===== src/rtl/muldiv.sv =====
// Iterative 32x32 multiply/divide unit with HI/LO result registers.
// Multiplies use shift-add and divides use restoring division, both on operand
// magnitudes with a single sign correction when the last iteration completes.
//
//   state  | meaning
//   -------+-----------------------------------------------------------
//   S_IDLE | waiting for start; MTHI/MTLO write hi/lo directly
//   S_RUN  | one iteration per cycle, 32 cycles, busy=1
//   S_DONE | one-cycle done pulse; a new start is accepted here too
module muldiv (
  input  logic        clk,
  input  logic        rst,
  input  logic        start,
  input  logic [2:0]  op,
  input  logic [31:0] a,
  input  logic [31:0] b,
  output logic        busy,
  output logic        done,
  output logic [31:0] hi,
  output logic [31:0] lo
);

  localparam logic [2:0] MD_MULT  = 3'd0;
  localparam logic [2:0] MD_MULTU = 3'd1;
  localparam logic [2:0] MD_DIV   = 3'd2;
  localparam logic [2:0] MD_DIVU  = 3'd3;
  localparam logic [2:0] MD_MTHI  = 3'd4;
  localparam logic [2:0] MD_MTLO  = 3'd5;

  localparam logic [1:0] S_IDLE = 2'd0;
  localparam logic [1:0] S_RUN  = 2'd1;
  localparam logic [1:0] S_DONE = 2'd2;

  logic [1:0]  state_q, state_d;
  logic [5:0]  cnt_q, cnt_d;
  logic        is_div_q, is_div_d;
  logic        neg_res_q, neg_res_d;
  logic        neg_rem_q, neg_rem_d;
  logic [31:0] a_q, a_d;
  logic [31:0] b_mag_q, b_mag_d;
  logic [63:0] acc_q, acc_d;
  logic [31:0] hi_q, hi_d;
  logic [31:0] lo_q, lo_d;

  // Operand magnitudes and sign flags for a request being accepted.
  logic        signed_op, a_neg, b_neg;
  logic [31:0] a_mag, b_mag;

  always_comb begin
    signed_op = (op == MD_MULT) || (op == MD_DIV);
    a_neg     = signed_op & a[31];
    b_neg     = signed_op & b[31];
    a_mag     = a_neg ? (~a + 32'd1) : a;
    b_mag     = b_neg ? (~b + 32'd1) : b;
  end

  // One iteration of the datapath. acc holds {partial product, multiplier}
  // for multiplies and {remainder, dividend/quotient} for divides.
  logic [32:0] sum;
  logic [32:0] trial;
  logic [63:0] acc_step;

  always_comb begin
    sum   = {1'b0, acc_q[63:32]} + {1'b0, b_mag_q};
    trial = acc_q[63:31] - {1'b0, b_mag_q};
    if (is_div_q) begin
      if (!trial[32]) acc_step = {trial[31:0], acc_q[30:0], 1'b1};
      else            acc_step = {acc_q[62:0], 1'b0};
    end else if (acc_q[0]) begin
      acc_step = {sum, acc_q[31:1]};
    end else begin
      acc_step = {1'b0, acc_q[63:1]};
    end
  end

  // Sign correction of the final iteration's result; divide by zero returns
  // all-ones quotient and the untouched dividend.
  logic [63:0] prod_s;
  logic [31:0] quo_s, rem_s;
  logic [31:0] fin_hi, fin_lo;

  always_comb begin
    prod_s = neg_res_q ? (~acc_step + 64'd1) : acc_step;
    quo_s  = neg_res_q ? (~acc_step[31:0] + 32'd1) : acc_step[31:0];
    rem_s  = neg_rem_q ? (~acc_step[63:32] + 32'd1) : acc_step[63:32];
    if (!is_div_q) begin
      fin_hi = prod_s[63:32];
      fin_lo = prod_s[31:0];
    end else if (b_mag_q == 32'd0) begin
      fin_hi = a_q;
      fin_lo = 32'hFFFF_FFFF;
    end else begin
      fin_hi = rem_s;
      fin_lo = quo_s;
    end
  end

  // Next-state logic for the controller and all holding registers.
  always_comb begin
    state_d   = state_q;
    cnt_d     = cnt_q;
    is_div_d  = is_div_q;
    neg_res_d = neg_res_q;
    neg_rem_d = neg_rem_q;
    a_d       = a_q;
    b_mag_d   = b_mag_q;
    acc_d     = acc_q;
    hi_d      = hi_q;
    lo_d      = lo_q;
    case (state_q)
      S_RUN: begin
        acc_d = acc_step;
        cnt_d = cnt_q + 6'd1;
        if (cnt_q == 6'd31) begin
          hi_d    = fin_hi;
          lo_d    = fin_lo;
          state_d = S_DONE;
        end
      end
      default: begin
        state_d = S_IDLE;
        if (start) begin
          case (op)
            MD_MTHI: hi_d = a;
            MD_MTLO: lo_d = a;
            MD_MULT, MD_MULTU, MD_DIV, MD_DIVU: begin
              is_div_d  = op[1];
              neg_res_d = a_neg ^ b_neg;
              neg_rem_d = a_neg;
              a_d       = a;
              b_mag_d   = b_mag;
              acc_d     = {32'd0, a_mag};
              cnt_d     = 6'd0;
              state_d   = S_RUN;
            end
            default: ;
          endcase
        end
      end
    endcase
  end

  // Register update; reset aborts any operation without writing hi/lo.
  always_ff @(posedge clk) begin
    if (rst) begin
      state_q   <= S_IDLE;
      cnt_q     <= 6'd0;
      is_div_q  <= 1'b0;
      neg_res_q <= 1'b0;
      neg_rem_q <= 1'b0;
      a_q       <= 32'd0;
      b_mag_q   <= 32'd0;
      acc_q     <= 64'd0;
      hi_q      <= 32'd0;
      lo_q      <= 32'd0;
    end else begin
      state_q   <= state_d;
      cnt_q     <= cnt_d;
      is_div_q  <= is_div_d;
      neg_res_q <= neg_res_d;
      neg_rem_q <= neg_rem_d;
      a_q       <= a_d;
      b_mag_q   <= b_mag_d;
      acc_q     <= acc_d;
      hi_q      <= hi_d;
      lo_q      <= lo_d;
    end
  end

  assign busy = (state_q == S_RUN);
  assign done = (state_q == S_DONE);
  assign hi   = hi_q;
  assign lo   = lo_q;

endmodule


===== config.mk =====
export PLATFORM = sky130hd
export DESIGN_NAME = muldiv
export DESIGN_NICKNAME = d
export VERILOG_FILES = /design/src/rtl/muldiv.sv
export SDC_FILE = /design/constraint.sdc
export NUM_CORES = 1
export LEC_CHECK = 0
export CAP_MARGIN = 30
export CELL_PAD_IN_SITES_DETAIL_PLACEMENT = 1
export CELL_PAD_IN_SITES_GLOBAL_PLACEMENT = 2
export CORE_ASPECT_RATIO = 1.75
export CORE_MARGIN = 4
export CORE_UTILIZATION = 25
export CTS_CLUSTER_DIAMETER = 80
export DETAILED_ROUTE_END_ITERATION = 12
export GPL_TIMING_DRIVEN = 0
export HOLD_SLACK_MARGIN = 0.02
export PLACE_DENSITY_LB_ADDON = 0.3
export SETUP_SLACK_MARGIN = 0.02
export SLEW_MARGIN = 40
export SYNTH_ARGS = -nofsm -noshare
export SYNTH_HDL_FRONTEND = slang
export SYNTH_SLANG_ARGS = --single-unit

===== constraint.sdc =====
create_clock -name clk -period 7.6 [get_ports clk]
set_input_delay 1.52 -clock clk [delete_from_list [all_inputs] [get_ports clk]]
set_output_delay 1.52 -clock clk [all_outputs]
set_load 0.02 [all_outputs]

## After elaboration in Yosys (flattened, before gate mapping)

Index checks and enable logic that the tools add are counted.
Widths: inputs -> output; s select.

- Bitwise logic cells: 9
- Add/sub/neg operators: 8
- Mux-type cells: 30
- Equal/unequal tests: 9
- Reduce and logical (&&, ||, !) cells: 12

Operators by type and width:

| kind | number |
|---|---|
| $mux 32 | 16 |
| $mux 64 | 7 |
| $add 32x1->32 const B | 4 |
| $not 32->32 | 4 |
| $add 64x1->64 const B | 1 |
| $not 64->64 | 1 |
| $add 32x32->33 | 1 |
| $sub 33x32->33 | 1 |
| $logic_not 32->1 | 1 |
| $mux 6 | 3 |
| $reduce_and 3->1 | 3 |
| $reduce_bool 2->1 | 4 |
| $add 6x1->6 const B | 1 |
| $eq 3x2->1 const B | 2 |
| $eq 3x3->1 const B | 2 |
| $eq 6x5->1 const B | 1 |
| $mux 2 | 2 |
| $reduce_or 4->1 | 1 |
| $eq 3x1->1 const B | 1 |
| $logic_not 3->1 | 1 |
| $and 1x1->1 | 2 |
| $eq 2x1->1 const B | 1 |
| $eq 2x2->1 const B | 1 |
| $mux 1 | 2 |
| other kinds (5) | 5 |

- Register bits: 203

## Longest topological paths before layout

Gate-level depths: netlist (run 1).

- Depth after elaboration: 10
- Gate-level depth with buffers: 28
- Mapped depth without buffers: 25

## Worst setup path before layout (run 1)

Ideal clock, no wire load.

- Path kind: register to register
- From: register acc_q[31]
- To: register hi_q[20], in the netlist hi[20]
- Setup time: 0.058 ns
- Path buffers: 3
- Slack: 2.730 ns
- Data required time: 7.542 ns
- Cell stages (with the launch flop): 27
- Arrival time: 4.811 ns
- Cell sequence: dfxtp_1 -> inv_1 -> ha_1 -> inv_1 -> fa_1 -> a211oi_1 -> nor3_4 -> o21ai_2 -> a211o_1 -> buf_4 -> nand3_1 -> nand2_1 -> buf_2 -> nor2_1 -> a21oi_1 -> ha_1 -> nand2_1 -> nor2_1 -> nand4_1 -> nor2_1 -> nand2_1 -> or2_2 -> clkbuf_1 -> o31ai_1 -> xor2_1 -> a2111oi_0 -> o21a_1

- Longest elaborated chain between the ends: 10
- Elaborated cells on any way between the ends: 14
- Those cells by class: add/sub: 3; mux: 9; bitwise: 2

Ends and longest elaborated chain:

| element | RTL line | source |
|---|---|---|
| from (decl) | 41 | `logic [63:0] acc_q, acc_d;` |
| from (signal assigned) | 153 | `acc_q <= 64'd0;` |
| from (signal assigned) | 164 | `acc_q <= acc_d;` |
| $sub 33x32->33 | 65 | `trial = acc_q[63:31] - {1'b0, b_mag_q};` |
| $mux 64 | 67 | `if (!trial[32]) acc_step = {trial[31:0], acc_q[30:0], 1'b1};` |
| $mux 64 * | 66 | `if (is_div_q) begin` |
| $not 32->32 | 85 | `rem_s = neg_rem_q ? (~acc_step[63:32] + 32'd1) : acc_step[63:32];` |
| $add 32x1->32 | 85 |  |
| $mux 32 | 85 |  |
| $mux 32 | 89 | `end else if (b_mag_q == 32'd0) begin` |
| $mux 32 * | 86 | `if (!is_div_q) begin` |
| $mux 32 * | 114 | `if (cnt_q == 6'd31) begin` |
| $mux 32 * | 110 | `case (state_q)` |
| to (signal assigned) | 165 | `hi_q <= hi_d;` |
| to (decl) | 42 | `logic [31:0] hi_q, hi_d;` |

Mark *: on every way between the ends. The rest lies on a longest branch, timed or not. The select of a mux whose other input is x is not followed.
A chain may end at the register's enable or synchronous reset.

## Final worst setup path (run 1)

- From: register acc_q[31]
- To: register hi_q[28], in the netlist hi[28]

The elaborated chain is that of the path after synthesis.

==> load_flow_metrics.sql, run 1 <==
INSERT INTO impl_metrics (metric_group, metric, value, unit) VALUES
('timing', 'tightest_slew', '0.939', 'ns'),
('timing', 'finClkSkew', '0.0277', 'ns'),
('timing', 'fin_crit', '7.43', 'ns'),
('flow_run', 'max_cap_viol_count', '0', ''),
('cts', 'htreeDepth', '1', ''),
('drt', 'detailedRoute.firstPassIterationCount', '5', ''),
('cts', 'cts_sinks', '203', ''),
('setup_path', 'crit_path_start_kind', 'flop', ''),
('setup_path', 'required_worst_endpoint', '8.04', 'ns'),
('timing', 'rsz0062_at_grt', 'no', ''),
('global_route', 'number_of_antenna_violations_at_the_first_check_in_global_routing', '2', ''),
('cts', 'cts-root-to-sink-buffers', '3', ''),
('worst_hold_path', 'hold_class', 'flop to flop', ''),
('cells_and_area', 'layout-area-overhead-vs-synth', '20.0', '%'),
('global_route', 'grt_first_pass_wirelength', '158000', 'µm'),
('setup_path', 'crit-reg2reg-capture', 'hi[28]', ''),
('yosys', 'synth-warning-count', '0', ''),
('timing', 'timing.final.hold_violations', '0', ''),
('pwr', 'ir_worst_vdd', '137', 'µV'),
('setup_path', 'max_stage_delay', '0.56', 'ns'),
('cells_and_area', 'finalInstanceArea', '21300', 'µm²'),
('pwr', 'sw_frac_of_total', '0.406', ''),
('timing', 'max_clock_freq', '135', 'MHz'),
('drt', 'route.final.wire_length', '113000', 'µm'),
('setup_path', 'rr_startpoint', 'acc_q[31]', ''),
('placed_design', 'dp_hpwl', '94500', 'µm'),
('pwr', 'p_per_area', '175', 'nW/µm²'),
('yosys', 'mappedNetlistNets', '2625', ''),
('drt', 'antenna_violating_nets_post_route', '0', ''),
('placed_design', 'buffers_on_ports', '133', ''),
('floorplan', 'dieArea', '75400', 'µm²'),
('placed_design', 'gp_congestion', '0.993', ''),
('cts', 'tritoncts_clock_tree', 'yes', ''),
('global_route', 'global_route.usage.total', '0.285', ''),
('drt', 'num_vias', '20768', ''),
('yosys', 'synth_top_family_by_area', 'compound AO/OA/AOI/OAI gates', ''),
('drt', 'avgViaCountPerCell', '5.80', ''),
('status', 'run_status', 'completed', ''),
('yosys', 'synth.ff_latch_count', '203', ''),
('timing', 'setup_violations', '0', ''),
('yosys', 'synth-adder-area-share', '0.0510', ''),
('yosys', 'synth_xor_xnor_area_share', '0.0766', ''),
('yosys', 'syn_area', '17700', 'µm²'),
('worst_hold_path', 'holdPathStages', '2', ''),
('floorplan', 'placeableCoreArea', '70000', 'µm²'),
('yosys', 'muxShareOfSynthArea', '0.0310', ''),
('floorplan', 'boundaryPins', '136', ''),
('setup_path', 'cp.arrival', '7.88', 'ns'),
('global_route', 'global_route.overflow_total', '0', ''),
('cells_and_area', 'layout-drive-gt1-share', '0.0682', ''),
('drt', 'drt_iter0_drc', '1011', ''),
('pwr', 'power.switching', '0.00151', 'W'),
('pwr', 'p_leak', '7.44', 'nW'),
('cts', 'clock_insertion_delay_worst_skew', '0.59', 'ns'),
('timing', 'worst_slew_margin_rel', '0.367', ''),
('cells_and_area', 'num-fill-cells', '8645', ''),
('pwr', 'power.share.sequential', '0.315', ''),
('cts', 'tritoncts.num_buffers', '25', ''),
('drt', 'wl_per_cell', '31.5', 'µm'),
('timing', 'finalMaxSlewViolations', '0', ''),
('floorplan', 'die-height', '360', 'µm'),
('worst_hold_path', 'hold-path-endpoint', 'hi[0]', ''),
('yosys', 'ys.flop_type', 'sky130_fd_sc_hd__dfxtp_1', ''),
('cells_and_area', 'layout.nets', '2793', ''),
('yosys', 'synth-edff-count', '0', ''),
('setup_path', 'cp_slowest_cell', 'sky130_fd_sc_hd__or2_2', ''),
('pwr', 'p_int', '0.00221', 'W'),
('drt', 'post-route-drc-count', '0', ''),
('setup_path', 'setup.worst_path.start', 'acc_q[31]', ''),
('setup_path', 'worst_r2r_path_depth', '28', ''),
('yosys', 'asyncSetResetFlopFracSynth', '0', '');
==> critical path: cells and delay by family (launching register included) <==
family | cells | cell delay [ns]
flops | 1 | 0.50
mux | 1 | 0.11
simple gates | 12 | 2.80
buf+inv | 5 | 1.03
compound gates | 7 | 1.94
fa+ha+maj | 3 | 0.85
==> area by class of cell <==
| cell class | count | area, µm² | area share |
|---|---|---|---|
| Antenna cell | 1 | 2.50 | 0.000118 |
| Buffer | 166 | 707 | 0.0333 |
| Clock buffer | 38 | 744 | 0.0350 |
| Clock inverter | 6 | 66.3 | 0.00312 |
| Inverter | 74 | 278 | 0.0131 |
| Multi-Input combinational cell | 2040 | 12800 | 0.604 |
| Sequential cell | 203 | 4060 | 0.191 |
| Tap cell | 910 | 1140 | 0.0536 |
| Timing Repair Buffer | 142 | 1410 | 0.0663 |
==> sequential cells by signal, indices dropped and copies added, names as in the netlist <==
signal     cells
a_q           32
acc_q         64
b_mag_q       32
cnt_q          6
hi            32
is_div_q       1
lo            32
neg_rem_q      1
neg_res_q      1
state_q        2
==> worst max path at each step <==
stage,end,slack (ns),depth (start not counted)
2_1_floorplan,hi[20],2.73,26
3_3_place_gp,hi[30],-1.43,13
3_5_place_dp,hi[28],-0.56,28
4_1_cts,hi[28],0.08,29
5_1_grt,hi[28],0.07,28
6_report,hi[28],0.17,28
==> logic make-up (layout without fill, tap and decap cells) <==
kind of cell / Yosys count / after routing
adder cells (fa/ha/maj): 71 / 71
AND/OR/NAND/NOR: 940 / 940
AO/OA/AOI/OAI: 821 / 821
XOR/XNOR: 155 / 155
flip-flops: 203 / 203
multiplexers: 53 / 53
buffers and inverters: 241 / 426
other: 0 / 1
==> placed cells by master (no fill, tap or decap), drive strengths merged, types with 18 or more instances in the layout <==
| cell type | instances |
|---|---|
| clkdlybuf4s50 | 133 |
| dfxtp | 203 |
| a311oi | 51 |
| xor2 | 71 |
| and3 | 19 |
| nor3 | 65 |
| nor2 | 258 |
| a22o | 23 |
| nand3 | 54 |
| and2 | 24 |
| nor2b | 18 |
| o31ai | 26 |
| a21o | 33 |
| ha | 69 |
| buf | 40 |
| a31oi | 33 |
| inv | 71 |
| nor4 | 31 |
| mux2i | 38 |
| clkbuf | 173 |
| nand4 | 27 |
| o21ai | 157 |
| a211oi | 76 |
| o211ai | 46 |
| nand2 | 337 |
| a21oi | 220 |
| xnor2 | 84 |
| or3 | 31 |
| o21a | 19 |
==> synth_stat cells, types with 38 or more instances <==
master / instances / share of area
sky130_fd_sc_hd__nand2_1: 337 / 0.071
sky130_fd_sc_hd__nor2_1: 257 / 0.054
sky130_fd_sc_hd__a21oi_1: 218 / 0.062
sky130_fd_sc_hd__dfxtp_1: 203 / 0.23
sky130_fd_sc_hd__o21ai_0: 150 / 0.042
sky130_fd_sc_hd__clkbuf_1: 136 / 0.029
sky130_fd_sc_hd__xnor2_1: 84 / 0.042
sky130_fd_sc_hd__a211oi_1: 75 / 0.032
sky130_fd_sc_hd__xor2_1: 71 / 0.035
sky130_fd_sc_hd__inv_1: 70 / 0.015
sky130_fd_sc_hd__ha_1: 69 / 0.049
sky130_fd_sc_hd__nor3_1: 61 / 0.017
sky130_fd_sc_hd__nand3_1: 54 / 0.015
sky130_fd_sc_hd__a311oi_1: 51 / 0.025
sky130_fd_sc_hd__o211ai_1: 46 / 0.019
sky130_fd_sc_hd__mux2i_1: 38 / 0.021
==> timing repair <==
action,4_1_cts,5_1_grt
endpoints found under the setup margin,10,4
pin swaps,2,0
gates cloned,0,0
buffers inserted,3,0
resized for setup,3,1
hold buffers,0,0
==> power groups by stage <==
| stage | combinational, W | sequential, W | clock (W) |
|---|---|---|---|
| 2_1_floorplan | 0.000723 | 0.00118 | 0 |
| 3_3_place_gp | 0.00125 | 0.00119 | 0 |
| 3_5_place_dp | 0.00128 | 0.00119 | 0 |
| 4_1_cts | 0.00129 | 0.00117 | 0.00127 |
| 5_1_grt | 0.00138 | 0.00118 | 0.00130 |
| 6_report | 0.00130 | 0.00117 | 0.00125 |
==> layer usage <==
layer,track usage,part of all wire,routed length (µm),vias to the layer above
met5,0,0,0,-
met4,0.241,0.10,11800,0
met3,0.0304,0.039,4380,396
met2,0.549,0.53,60200,772
met1,0.262,0.32,36300,10106
li1,-,-,-,9494
==> per-stage QoR <==
stage | hold slack, ns | cells | setup WS [ns] | power [W] | TNS [ns]
2_1_floorplan | 0.433 | 2484 | 2.73 | 0.00190 | 0
3_3_place_gp | 0.445 | 3527 | -1.43 | 0.00244 | -32.21
3_5_place_dp | 0.452 | 3532 | -0.561 | 0.00247 | -2.09
4_1_cts | 0.461 | 3579 | 0.0838 | 0.00373 | 0
5_1_grt | 0.481 | 3579 | 0.0708 | 0.00385 | 0
6_report | 0.461 | 3580 | 0.168 | 0.00372 | 0
(Power assumes the default switching activity.)
==> run 2: changes to the inputs <==
--- a/config.mk
+++ b/config.mk
@@ -5,6 +5,7 @@
 export SDC_FILE = /design/constraint.sdc
 export NUM_CORES = 1
 export LEC_CHECK = 0
+export ABC_AREA = 1
 export CAP_MARGIN = 30
 export CELL_PAD_IN_SITES_DETAIL_PLACEMENT = 1
 export CELL_PAD_IN_SITES_GLOBAL_PLACEMENT = 2
==> run 2 against run 1 <==
Power grew 10%. Sequential cell count stayed put. Cell count grew 27%. Critical endpoint is now hi[30].
==> load_flow_metrics.sql, run 2 <==
INSERT INTO impl_metrics (metric_group, metric, value, unit) VALUES
('status', 'run_status', 'completed', ''),
('yosys', 'asyncSetResetFlopFracSynth', '0', ''),
('yosys', 'synth_top_area_share', '0.215', ''),
('global_route', 'grt_first_pass_wirelength', '170000', 'µm'),
('cts', 'ctsResizeCount', '0', ''),
('yosys', 'synth-edff-count', '0', ''),
('timing', 'finClkSkew', '0.0456', 'ns'),
('worst_hold_path', 'hold_class', 'flop to flop', ''),
('yosys', 'yosysUniqueCellTypes', '58', ''),
('timing', 'fin_crit', '6.20', 'ns'),
('cts', 'cts_sinks', '203', ''),
('yosys', 'synthesis.instances', '3345', ''),
('floorplan', 'die-height', '372', 'µm'),
('setup_path', 'max_stage_delay', '0.40', 'ns'),
('floorplan', 'placeableCoreArea', '75100', 'µm²'),
('drt', 'route.final.wire_length', '120000', 'µm'),
('timing', 'fin_hold_ws', '0.467', 'ns'),
('yosys', 'muxShareOfSynthArea', '0', ''),
('yosys', 'synth_area_leaders', 'sky130_fd_sc_hd__dfxtp_1, sky130_fd_sc_hd__nand2_1, sky130_fd_sc_hd__inv_1, sky130_fd_sc_hd__nor2_1, sky130_fd_sc_hd__nand3_1', ''),
('yosys', 'top_count_cell_post_synth', 'sky130_fd_sc_hd__nand2_1', ''),
('cells_and_area', 'layout-area-overhead-vs-synth', '18.7', '%'),
('timing', 'rsz0062_at_grt', 'no', ''),
('cts', 'tritoncts_clock_tree', 'yes', ''),
('cts', 'worst_setup_hold_path_clk_slew', '0.06', 'ns'),
('global_route', 'maximum_number_of_pins_on_one_net_before_global_route_repair', '14', ''),
('cells_and_area', 'registers.top_by_ff_count', 'acc_q', ''),
('cells_and_area', 'final_cell_mix', 'sky130_fd_sc_hd__nand2_1, sky130_fd_sc_hd__inv_1, sky130_fd_sc_hd__nor2_1', ''),
('setup_path', 'cp_slowest_cell', 'sky130_fd_sc_hd__fa_1', ''),
('global_route', 'global_route.overflow_total', '0', ''),
('drt', 'post-route-drc-count', '0', ''),
('pwr', 'p_per_area', '183', 'nW/µm²'),
('yosys', 'synth-warning-count', '0', ''),
('floorplan', 'effective_utilization_at_floorplan', '0.252', ''),
('timing', 'setup_violations', '0', ''),
('cells_and_area', 'finalInstanceArea', '22400', 'µm²'),
('global_route', 'number_of_antenna_violations_at_the_first_check_in_global_routing', '1', ''),
('timing', 'max_clock_freq', '161', 'MHz'),
('yosys', 'synth_top_family_by_area', 'simple AND/OR/NAND/NOR gates', ''),
('timing', 'tightest_slew', '0.929', 'ns'),
('setup_path', 'crit_path_start_kind', 'flop', ''),
('cells_and_area', 'antenna-diode-count', '0', ''),
('yosys', 'synth_xor_xnor_area_share', '0.0269', ''),
('drt', 'drt_iter0_drc', '1019', ''),
('yosys', 'post_synthesis_compound_gate_area_fraction', '0.188', ''),
('global_route', 'global_route.usage.total', '0.293', ''),
('yosys', 'mappedNetlistNets', '3486', ''),
('timing', 'timing.final.hold_violations', '0', ''),
('drt', 'wl_per_cell', '26.5', 'µm'),
('timing', 'setup_tns', '0', 'ns'),
('floorplan', 'floorplan.rows', '133', ''),
('yosys', 'synth.ff_latch_count', '203', ''),
('yosys', 'post_synth.cell_area_avg', '5.65', 'µm²'),
('floorplan', 'dieArea', '80200', 'µm²'),
('drt', 'antenna_violating_nets_post_route', '0', ''),
('yosys', 'synth_largest_area_cell', 'sky130_fd_sc_hd__dfxtp_1', ''),
('placed_design', 'gp_congestion', '1.02', ''),
('cts', 'post_cts_hold_buffer_count', '0', ''),
('yosys', 'synth-adder-area-share', '0.0478', ''),
('cts', 'clock_insertion_delay_worst_skew', '0.62', 'ns'),
('floorplan', 'boundaryPins', '136', ''),
('setup_path', 'worst_setup_path_end_kind', 'flop', ''),
('yosys', 'yosysSeqAreaShare', '0.215', ''),
('setup_path', 'critical_path.max_fanout', '10', ''),
('cts', 'cts-root-to-sink-buffers', '3', ''),
('cells_and_area', 'layout.nets', '3648', ''),
('setup_path', 'cp.arrival', '6.68', 'ns'),
('yosys', 'syn_area', '18900', 'µm²'),
('cts', 'post_cts.repair.setup_buffers', '0', ''),
('cells_and_area', 'most_common_cell_after_layout_fill_and_taps_aside', 'sky130_fd_sc_hd__nand2_1', ''),
('cts', 'tritoncts.num_buffers', '26', ''),
('setup_path', 'required_worst_endpoint', '8.07', 'ns'),
('timing', 'layout_worst_path_cycle_share', '0.816', ''),
('cells_and_area', 'layout-drive-gt1-share', '0.0556', ''),
('drt', 'num_vias', '23368', ''),
('pwr', 'p_leak', '10.7', 'nW'),
('setup_path', 'worstSetupPathType', 'flop to flop', ''),
('placed_design', 'dp_hpwl', '103000', 'µm'),
('cts', 'htreeDepth', '1', ''),
('floorplan', 'die_w', '216', 'µm'),
('setup_path', 'cpMostUsedCell', 'sky130_fd_sc_hd__nand2_1', ''),
('yosys', 'yosys.area_share.simple', '0.397', ''),
('yosys', 'ys.flop_type', 'sky130_fd_sc_hd__dfxtp_1', ''),
('yosys', 'synthTopCellsByCount', 'sky130_fd_sc_hd__nand2_1, sky130_fd_sc_hd__inv_1, sky130_fd_sc_hd__nor2_1, sky130_fd_sc_hd__nand3_1, sky130_fd_sc_hd__o21ai_0', ''),
('timing', 'finalMaxSlewViolations', '0', ''),
('pwr', 'ir_worst_vdd', '159', 'µV'),
('timing', 'worst_slew_margin_rel', '0.380', ''),
('placed_design', 'buffers_on_ports', '134', ''),
('drt', 'detailedRoute.firstPassIterationCount', '5', ''),
('global_route', 'vias_in_the_first_global_route', '25466', ''),
('cts', 'ctsRootBufferMaster', 'sky130_fd_sc_hd__clkbuf_16', ''),
('flow_run', 'max_cap_viol_count', '0', ''),
('pwr', 'fin_total_pwr', '0.00411', 'W'),
('placed_design', 'detailed_place.area', '21600', 'µm²'),
('cells_and_area', 'largest_register_ff_count', '64', ''),
('drt', 'avgViaCountPerCell', '5.15', '');
## run 2: cell count changes in the layout (fill, tap and decap cells not counted), sizes merged, moves of 50 or more
| cell | change |
|---|---|
| clkbuf | -58 |
| o21ai | +88 |
| nor2 | +168 |
| inv | +410 |
| nand2 | +642 |
| a311oi | -50 |
| xnor2 | -66 |
| a211oi | -66 |
| nand3 | +205 |
## run 2: worst paths after layout
| kind | from | endpoint | slack (ns) | cells past startpoint |
|---|---|---|---|---|
| max | acc_q[31] | hi[30] | 1.40 | 34 |
| min | a_q[30] | a_q[30] | 0.47 | 2 |
| max reg2reg | acc_q[31] | hi[30] | 1.40 | 34 |
| min reg2reg | a_q[30] | a_q[30] | 0.47 | 2 |
## run 2: power by group
part | leakage [nW] | switching (W) | internal, W
Combinational | 8.66 | 0.00117 | 0.000445
Clock | 0.408 | 0.000586 | 0.000703
Sequential | 1.66 | 0.0000698 | 0.00114
Total | 10.7 | 0.00183 | 0.00229
## run 2: kinds of logic (layout without fill, tap and decap cells)
logic type	after synthesis	in the layout
buffers and inverters	607	789
adders and majority gates	71	71
AOI/OAI and AO/OA	624	624
DFF	203	203
and+or+nand+nor	1782	1782
xor gates and xnor gates	58	58
## run 2: layer usage
metal  GRT usage  vias up  wire [µm]
met3      0.0294      401       3430
met1       0.246    11207      37400
met2       0.570      593      63900
met4       0.303        0      15500
met5           0        -          0
li1            -    11167          -
## run 2: cell type report
class / instances / area (µm²)
Fill cell: 10030 / 52600
Inverter: 485 / 1820
Clock inverter: 15 / 146
Clock buffer: 33 / 707
Tap cell: 1012 / 1270
Buffer: 122 / 583
Sequential cell: 203 / 4060
Multi-Input combinational cell: 2535 / 12500
Timing Repair Buffer: 134 / 1340
## run 2: worst max-delay path, delay by kind of cell (launching register included)
| kind | cells | cell delay [ns] |
|---|---|---|
| buf+inv | 4 | 0.56 |
| simple gates | 25 | 3.85 |
| fa+ha+maj | 3 | 0.83 |
| flops | 1 | 0.34 |
| compound gates | 2 | 0.45 |
## run 2: metrics by stage
| step | instances | setup slack (ns) | utilization |
|---|---|---|---|
| after global placement | 4491 | 1.38 | 0.287 |
| after detailed placement | 4491 | 1.50 | 0.287 |
| final | 4539 | 1.40 | 0.299 |
| after CTS | 4539 | 1.41 | 0.299 |
| after global routing | 4539 | 0.990 | 0.299 |
| after floorplan | 3345 | 3.59 | - |
